**config.mk**
```make
export PLATFORM = sky130hd
export DESIGN_NAME = mem_bus_responder_flat
export DESIGN_NICKNAME = d
export VERILOG_FILES = /design/src/rtl/mem_bus_responder_if.sv /design/src/rtl/mem_bus_responder.sv /design/src/flat_wrapper.sv
export SDC_FILE = /design/constraint.sdc
export NUM_CORES = 1
export LEC_CHECK = 0
export ABC_AREA = 1
export BUFFER_PORTS_ARGS = -buffer_cell sky130_fd_sc_hd__clkbuf_2
export CORE_MARGIN = 2
export CORE_UTILIZATION = 40
export DETAILED_ROUTE_END_ITERATION = 16
export PLACE_DENSITY = 0.63
export SETUP_SLACK_MARGIN = 0.4
export SYNTH_ARGS = -nofsm -noshare
export SYNTH_HDL_FRONTEND = slang
export SYNTH_SLANG_ARGS = --single-unit
```
**constraint.sdc**
```tcl
create_clock -name Clock -period 3.05 [get_ports Clock]
set_input_delay 0.305 -clock Clock [delete_from_list [all_inputs] [get_ports Clock]]
set_output_delay 0.305 -clock Clock [all_outputs]
set_load 0.02 [all_outputs]
```
**src/rtl/mem_bus_responder_if.sv**
```systemverilog
// SysBus pin group between the CPU-side master and the memory-side responder.
interface mem_bus_responder_if;
  logic [15:0] SysBusIn;
  logic [15:0] SysBusOut;
  logic        SysBusOe;
  logic        ALE;
  logic        nME;
  logic        nOE;
  logic        nWE;
  logic        ENB;
  logic        Ready;
  logic        ProtErr;

  modport slave  (input  SysBusIn, ALE, nME, nOE, nWE, ENB,
                  output SysBusOut, SysBusOe, Ready, ProtErr);
  modport master (output SysBusIn, ALE, nME, nOE, nWE, ENB,
                  input  SysBusOut, SysBusOe, Ready, ProtErr);
endinterface

```
**src/rtl/mem_bus_responder.sv**
```systemverilog
// Memory-side SysBus responder: latches the address phase, then services one
// read or write against a 2**AW x 16 word RAM after WAIT_STATES extra cycles.
module mem_bus_responder #(
  parameter int          AW          = 6,
  parameter logic [15:0] BASE_ADDR   = 16'h0000,
  parameter int          WAIT_STATES = 1
) (
  input  logic Clock,
  input  logic Reset,
  mem_bus_responder_if.slave bus
);
  localparam int         DEPTH = 1 << AW;
  localparam logic [3:0] WS    = 4'(WAIT_STATES);

  typedef enum logic [2:0] {IDLE, ADDR, WAIT, DRIVE, WDONE} state_t;

  state_t        state;
  logic [AW-1:0] addr_reg;
  logic [3:0]    wait_cnt;
  logic          is_wr;
  logic [15:0]   mem [DEPTH];

  logic hit, abort_sel, abort_ale, ram_we;

  assign hit       = (bus.SysBusIn[15:AW] == BASE_ADDR[15:AW]);
  assign abort_sel = bus.nME;
  assign abort_ale = bus.ALE & ~bus.nME;
  // Aborts win over the final WAIT edge, so a cancelled write never lands.
  assign ram_we    = ~Reset && (state == WAIT) && is_wr && (wait_cnt == 4'd0) &&
                     ~abort_sel && ~abort_ale;

  always_ff @(posedge Clock) begin
    if (ram_we)
      mem[addr_reg] <= bus.ENB ? {mem[addr_reg][15:8], bus.SysBusIn[7:0]} : bus.SysBusIn;
  end

  always_ff @(posedge Clock) begin
    if (Reset) begin
      state         <= IDLE;
      addr_reg      <= '0;
      wait_cnt      <= '0;
      is_wr         <= 1'b0;
      bus.SysBusOut <= '0;
      bus.SysBusOe  <= 1'b0;
      bus.Ready     <= 1'b0;
      bus.ProtErr   <= 1'b0;
    end else if (state != IDLE && (abort_sel || abort_ale)) begin
      bus.SysBusOe <= 1'b0;
      bus.Ready    <= 1'b0;
      if (abort_ale) begin
        addr_reg <= bus.SysBusIn[AW-1:0];
        state    <= hit ? ADDR : IDLE;
      end else begin
        state <= IDLE;
      end
    end else begin
      case (state)
        IDLE: if (abort_ale) begin
          addr_reg <= bus.SysBusIn[AW-1:0];
          state    <= hit ? ADDR : IDLE;
        end
        ADDR: begin
          if (!bus.nOE && bus.nWE) begin
            is_wr    <= 1'b0;
            wait_cnt <= WS;
            state    <= WAIT;
          end else if (!bus.nWE && bus.nOE) begin
            is_wr    <= 1'b1;
            wait_cnt <= WS;
            state    <= WAIT;
          end else if (!bus.nOE && !bus.nWE) begin
            bus.ProtErr <= 1'b1;
            state       <= IDLE;
          end
        end
        WAIT: begin
          if (wait_cnt != 4'd0) begin
            wait_cnt <= wait_cnt - 4'd1;
          end else begin
            bus.Ready <= 1'b1;
            if (is_wr) begin
              state <= WDONE;
            end else begin
              bus.SysBusOut <= mem[addr_reg];
              bus.SysBusOe  <= 1'b1;
              state         <= DRIVE;
            end
          end
        end
        DRIVE: if (bus.nOE) begin
          bus.SysBusOe <= 1'b0;
          bus.Ready    <= 1'b0;
          state        <= IDLE;
        end
        WDONE: begin
          bus.Ready <= 1'b0;
          if (bus.nWE) state <= IDLE;
        end
        default: state <= IDLE;
      endcase
    end
  end
endmodule
```
**src/flat_wrapper.sv**
```systemverilog
// flat-port wrapper written by rule: the top's interface ports become plain ports
module mem_bus_responder_flat 
#(
  parameter int          AW          = 6,
  parameter logic [15:0] BASE_ADDR   = 16'h0000,
  parameter int          WAIT_STATES = 1
)
  (Clock, Reset, bus_SysBusIn, bus_ALE, bus_nME, bus_nOE, bus_nWE, bus_ENB, bus_SysBusOut, bus_SysBusOe, bus_Ready, bus_ProtErr);
  mem_bus_responder_if bus_i ();
  input  logic Clock;
  input  logic Reset;
  input wire logic [$bits(bus_i.SysBusIn)-1:0] bus_SysBusIn;
  input wire logic [$bits(bus_i.ALE)-1:0] bus_ALE;
  input wire logic [$bits(bus_i.nME)-1:0] bus_nME;
  input wire logic [$bits(bus_i.nOE)-1:0] bus_nOE;
  input wire logic [$bits(bus_i.nWE)-1:0] bus_nWE;
  input wire logic [$bits(bus_i.ENB)-1:0] bus_ENB;
  output wire logic [$bits(bus_i.SysBusOut)-1:0] bus_SysBusOut;
  output wire logic [$bits(bus_i.SysBusOe)-1:0] bus_SysBusOe;
  output wire logic [$bits(bus_i.Ready)-1:0] bus_Ready;
  output wire logic [$bits(bus_i.ProtErr)-1:0] bus_ProtErr;
  assign bus_i.SysBusIn = bus_SysBusIn;
  assign bus_i.ALE = bus_ALE;
  assign bus_i.nME = bus_nME;
  assign bus_i.nOE = bus_nOE;
  assign bus_i.nWE = bus_nWE;
  assign bus_i.ENB = bus_ENB;
  assign bus_SysBusOut = bus_i.SysBusOut;
  assign bus_SysBusOe = bus_i.SysBusOe;
  assign bus_Ready = bus_i.Ready;
  assign bus_ProtErr = bus_i.ProtErr;
  mem_bus_responder #(.AW(AW), .BASE_ADDR(BASE_ADDR), .WAIT_STATES(WAIT_STATES)) u_core (.Clock(Clock), .Reset(Reset), .bus(bus_i));
endmodule
```
# Word level (Yosys, flattened, before mapping)
# Memory sizes are Yosys's and may differ from the RTL's. A register that Yosys moved wholly into a read port is not among the register bits.
# Cells that the tools add are included.
[word_totals]
mem_count = 1
register_bits = 33
elab_cells = 95
ram_bits = 1024
inputBits = 23
[memory_table]
columns = ["memory", "words", "word_bits", "rd", "rd_ports_with_merged_regs", "write_ports", "line", "text"]
rows = [
  ["u_core.mem", 64, 16, 1, 1, 1, "mem_bus_responder.sv:21", "logic [15:0] mem [DEPTH];"],
]
[classes]
eq_ne = 14
add_sub_neg = 1
mux = 32
bitwise_logic = 9
n_reduce_logical = 30
[op_table]
columns = ["cell", "count"]
rows = [
  ["$mux 3", 10],
  ["$mux 6", 5],
  ["$mux 16", 1],
  ["$pmux 3 s5", 1],
  ["$mux 4", 3],
  ["$reduce_and 4->1", 3],
  ["$logic_not 10->1", 1],
  ["$reduce_and 5->1", 2],
  ["$logic_and 1x1->1", 9],
  ["$mux 1", 9],
  ["$ne 2x2->1 const B", 4],
  ["$not 1->1", 8],
  ["$pmux 4 s2", 1],
  ["$reduce_bool 2->1", 4],
  ["$eq 3x2->1 const B", 2],
  ["$ne 3x1->1 const B", 2],
  ["$ne 3x2->1 const B", 2],
  ["$reduce_and 3->1", 2],
  ["$reduce_bool 3->1", 2],
  ["$ne 5x1->1 const B", 1],
  ["$logic_not 4->1", 1],
  ["$reduce_bool 4->1", 1],
  ["$sub 4x1->4 const B", 1],
  ["$eq 3x1->1 const B", 1],
  ["other kinds (9)", 10],
]

# Logic depth before layout (Yosys ltp)
[depth]
depth_word = 8
mapped_depth = 14
depth_no_buf = 11

# Worst setup path before layout
# OpenSTA, ideal clock, no wires.
[synth_path]
kind = "reg2reg"
from = "reg u_core.wait_cnt[0]"
to = "mem u_core.mem[11][0] (enable)"
setup_time_ns = 0.388
arrival_ns = 2.101
path_slack_ns = 0.561
path_stages_with_launch = 9
period_less_slack_ns = 2.489
cell_sequence = "dfxtp_1 inv_1 ha_1 nand3_1 nor3_1 nand3_1 nor2_1 nand3_1 nor2_1"
[synth_between]
elab_chain_len = 6
[synth_rtl]
columns = ["item", "line", "text"]
rows = [
  ["start: declaration", "mem_bus_responder.sv:19", "logic [3:0] wait_cnt;"],
  ["start signal: assignment", "mem_bus_responder.sv:78", "wait_cnt <= wait_cnt - 4'd1;"],
  ["$logic_not 4->1", "mem_bus_responder.sv:29", "assign ram_we = ~Reset && (state == WAIT) && is_wr && (wait_cnt == 4'd0) &&"],
  ["$logic_and 1x1->1 (2 in series)", "mem_bus_responder.sv:29", ""],
  ["$logic_and 1x1->1", "mem_bus_responder.sv:30", "~abort_sel && ~abort_ale;"],
  ["$mux 1", "mem_bus_responder.sv:33", "if (ram_we)"],
  ["$mux 1", "mem_bus_responder.sv:34", "mem[addr_reg] <= bus.ENB ? {mem[addr_reg][15:8], bus.SysBusIn[7:0]} : bus.SysBusIn;"],
  ["end: declaration", "mem_bus_responder.sv:21", ""],
]
# No other way between the ends.

==> out/qor_table.md <==
| Metric | Value | Unit |
|:---|:---|:---|
| Highest Clock Rate | 381 | MHz |
| Initial antenna violation count | 2 | - |
| Synthesis-stage register bit count | 1063 | - |
| Worst clock skew on the final layout | 32.1 | ps |
| Multi-input logic area | 0.0103 | mm2 |
| Clock sink count | 1063 | - |
| Count of pins over their slew limit | 0 | - |
| Final RePlAce weighted congestion | 0.908 | - |
| Detailed-route wire length | 121 | mm |
| Total via count in the routed design | 29100 | - |
| Fill cells | 9522 | - |
| Die footprint | 0.111 | mm2 |
| Starting density of the core | 0.405 | - |
| Category of the critical setup timing path | reg -> reg | - |
| Unrepaired setup endpoints after global routing | yes | - |
| Syn Nets | 3754 | - |
| Layout cells sized above 1 | 0.101 | - |
| Finish-stage setup viols | 0 | - |
| CTS tree | yes | - |
| Clock-pin slew reported for the worst setup and hold paths after clock tree synthesis | 60 | ps |
| Total CTS buffers | 106 | - |
| Leakage Power | 17.8 | nW |
| # rows | 120 | - |
| Startpoint Class | register | - |
| Relative max-transition margin | 0.150 | - |
| Total Power Consumption | 0.0325 | W |
| Total negative setup slack | 0 | ps |
| Switching pwr | 0.00793 | W |
| Post-synthesis average cell area | 11.7 | um2 |
| Sequential power share | 0.504 | - |
| Top-Level Pins | 42 | - |
| Number of routed nets with antenna violations | 0 | - |
| Total Routing Usage GR | 0.211 | - |
| Via/cell ratio | 5.46 | - |
| Max FFs per register | 1024 | - |
| Final Non-Filler Cells | 5320 | - |
| Commonest non-fill, non-tap cell in the layout | sky130_fd_sc_hd__nand2_1 | - |
| Layout Area Growth over Synthesis | 14.0 | % |
| DRC | 0 | - |
| Library cells used by synthesis | 26 | - |
| Number of I/O port buffers | 41 | - |
| Post-synthesis sequential area ratio | 0.726 | - |
| Asr flop ratio synth | 0 | - |
| First-pass GRT wire length | 177 | mm |
| Comb pwr share | 0.102 | - |
| Required time at the endpoint of the critical path | 3450 | ps |
| R2R setup slack | 430 | ps |
| Power per cell area | 656 | mW/mm2 |
| Average wire length per cell after detail routing | 22.7 | um |
| Cells along the critical path | buf_12 > nand3_1 > nand3_1 > nand2_1 > nand2_1 > nand3_1 > nand3_1 > nand2_1 > nand2_1 > nand2_2 > buf_12 | - |
| Max-cap viol count | 0 | - |
| Maximum fanout along the worst path | 97 | - |
| Delay of the slowest critical-path stage | 440 | ps |
| IR drop worst, VDD | 0.494 | mV |
| Clk_lat worst skew | 700 | ps |
| Netlist Area Pre-Place | 0.0434 | mm2 |
| Detail Placement HPWL | 68.3 | mm |
| Count of final hold-check violations | 0 | - |
| Area of the core region | 0.107 | mm2 |
| Result of the run | finished, final reports clean | - |
| Total number of yosys warnings | 0 | - |
| Switch share | 0.244 | - |
| H-tree depth reported by CTS | 3 | - |
| Number of synthesized flops with an enable pin | 1024 | - |
| Most frequent cells in the layout | 1270 x sky130_fd_sc_hd__nand2_1, 1024 x sky130_fd_sc_hd__edfxtp_1, 933 x sky130_fd_sc_hd__nand3_1 | - |
| Pin count of the biggest net entering global routing | 98 | - |
| GRT Residual Overflow | 0 | - |
| Internal power | 0.0246 | W |
| Nets@finish | 3860 | - |
| Register area | 0.0315 | mm2 |
| Hold WS | 29.0 | ps |
| Number of detailed-routing iterations run before antenna repair | 6 | - |
| Critical path endpoint category | register | - |
| Cell count after placement | 5111 | - |
| Clock Root Buffer | sky130_fd_sc_hd__clkbuf_16 | - |
| Vias in the first global route | 27300 | - |
| Least-Margin Pin Slew | 1270 | ps |
| Diodes inserted | 0 | - |
| Violation count after the first detailed-routing iteration | 3385 | - |
| Horizontal die dimension | 334 | um |
| Clock group share of total power | 0.394 | - |
| Hold crit path type | in -> reg | - |
| CP Data Arrival Time | 3020 | ps |
| Buffer levels on the longest clock path | 3 | - |
| Share of the cycle needed by the critical path after routing | 0.860 | - |
| Post-route minimum period | 2620 | ps |
| Number of standard cells after synthesis | 3726 | - |
| Chip Height | 334 | um |
| Top flip-flop cell by instance count after synthesis | sky130_fd_sc_hd__edfxtp_1 | - |
| Master of the slowest instance on the critical path | sky130_fd_sc_hd__dfxtp_4 | - |
| Fraction of the core area covered by cells at the end of the flow | 0.461 | - |
metrics by stage:
stage | setup slack (ps) | instance area [um2]
2_1_floorplan | 561 | 43400
6_report | 426 | 49500
3_3_place_gp | 321 | 45800
3_5_place_dp | 333 | 45800
4_1_cts | 423 | 49200
5_1_grt | 382 | 49500
power by group through the flow:
stage | logic (W) | registers [W] | clock network, W
2_1_floorplan | 0.00185 | 0.0168 | 0
3_3_place_gp | 0.00316 | 0.0167 | 0
3_5_place_dp | 0.00319 | 0.0167 | 0
4_1_cts | 0.00323 | 0.0164 | 0.0129
5_1_grt | 0.00359 | 0.0164 | 0.0135
6_report | 0.00330 | 0.0164 | 0.0128
critical path: cells and delay by family, from the launching register on:
family	cells	cell delay [ps]
flip-flops	1	440
buffers and inverters	2	590
AND/OR/NAND/NOR	9	1180
cells in the mapped netlist (2+ instances only):
library cell | count | share of area
sky130_fd_sc_hd__buf_4 | 22 | 0.0038
sky130_fd_sc_hd__nor3_1 | 6 | 0.00069
sky130_fd_sc_hd__nor3_4 | 2 | 0.00075
sky130_fd_sc_hd__buf_6 | 46 | 0.012
sky130_fd_sc_hd__nor2_1 | 113 | 0.0098
sky130_fd_sc_hd__edfxtp_1 | 1024 | 0.71
sky130_fd_sc_hd__nor2_2 | 2 | 0.00029
sky130_fd_sc_hd__ha_1 | 5 | 0.0014
sky130_fd_sc_hd__nand2_2 | 2 | 0.00029
sky130_fd_sc_hd__clkbuf_1 | 27 | 0.0023
sky130_fd_sc_hd__o21ai_0 | 14 | 0.0016
sky130_fd_sc_hd__a21oi_1 | 13 | 0.0015
sky130_fd_sc_hd__inv_2 | 4 | 0.00035
sky130_fd_sc_hd__nand4_1 | 2 | 0.00029
sky130_fd_sc_hd__inv_1 | 48 | 0.0041
sky130_fd_sc_hd__nor4_1 | 2 | 0.00029
sky130_fd_sc_hd__buf_2 | 110 | 0.013
sky130_fd_sc_hd__dfxtp_1 | 39 | 0.018
sky130_fd_sc_hd__nand2_1 | 1278 | 0.11
sky130_fd_sc_hd__nand3_1 | 938 | 0.11
sky130_fd_sc_hd__a211oi_1 | 2 | 0.00035
sky130_fd_sc_hd__buf_1 | 23 | 0.0020
per-layer routing:
layer,track usage,vias to the layer above,share of wire
li1,-,13300,-
met4,0.0819,0,0.036
met3,0.0313,212,0.083
met1,0.295,14200,0.42
met2,0.334,1319,0.47
met5,0,-,0
worst paths after layout:
kind / depth (start not counted) / to / from
setup / recovery: 11 / u_core.mem[12][11]$_DFFE_PP_ / register
hold / removal: 4 / u_core.bus.ProtErr$_SDFFE_PP0P_ / bus_ALE
setup reg to reg: 11 / u_core.mem[12][11]$_DFFE_PP_ / register
hold reg to reg: 2 / u_core.bus.ProtErr$_SDFFE_PP0P_ / u_core.bus.ProtErr$_SDFFE_PP0P_
repair_timing:
item                                   4_1_cts  5_1_grt
hold buffers                                 4        0
cloned                                       2        6
resized for setup                            5       25
setup buffers                                3        1
setup endpoints to repair                  279      813
endpoints found under the hold margin        4        0
area by class of cell:
| class | instances | area share |
|---|---|---|
| Sequential cell | 1063 | 0.637 |
| Tap cell | 1403 | 0.0355 |
| Clock buffer | 141 | 0.0571 |
| Inverter | 53 | 0.00465 |
| Multi-Input combinational cell | 2381 | 0.208 |
| Clock inverter | 52 | 0.0109 |
| Timing Repair Buffer | 226 | 0.0460 |
| Timing Repair inverter | 1 | 0.000404 |
kinds of logic (layout without fill, tap and decap cells):
group / after synthesis / in the layout / share of synthesized area
simple gates: 2346 / 2346 / 0.231
flops: 1063 / 1063 / 0.726
buf+inv: 282 / 473 / 0.0378
compound gates: 30 / 30 / 0.00360
fa+ha+maj: 5 / 5 / 0.00144
Power figures use the tool's default switching activity.
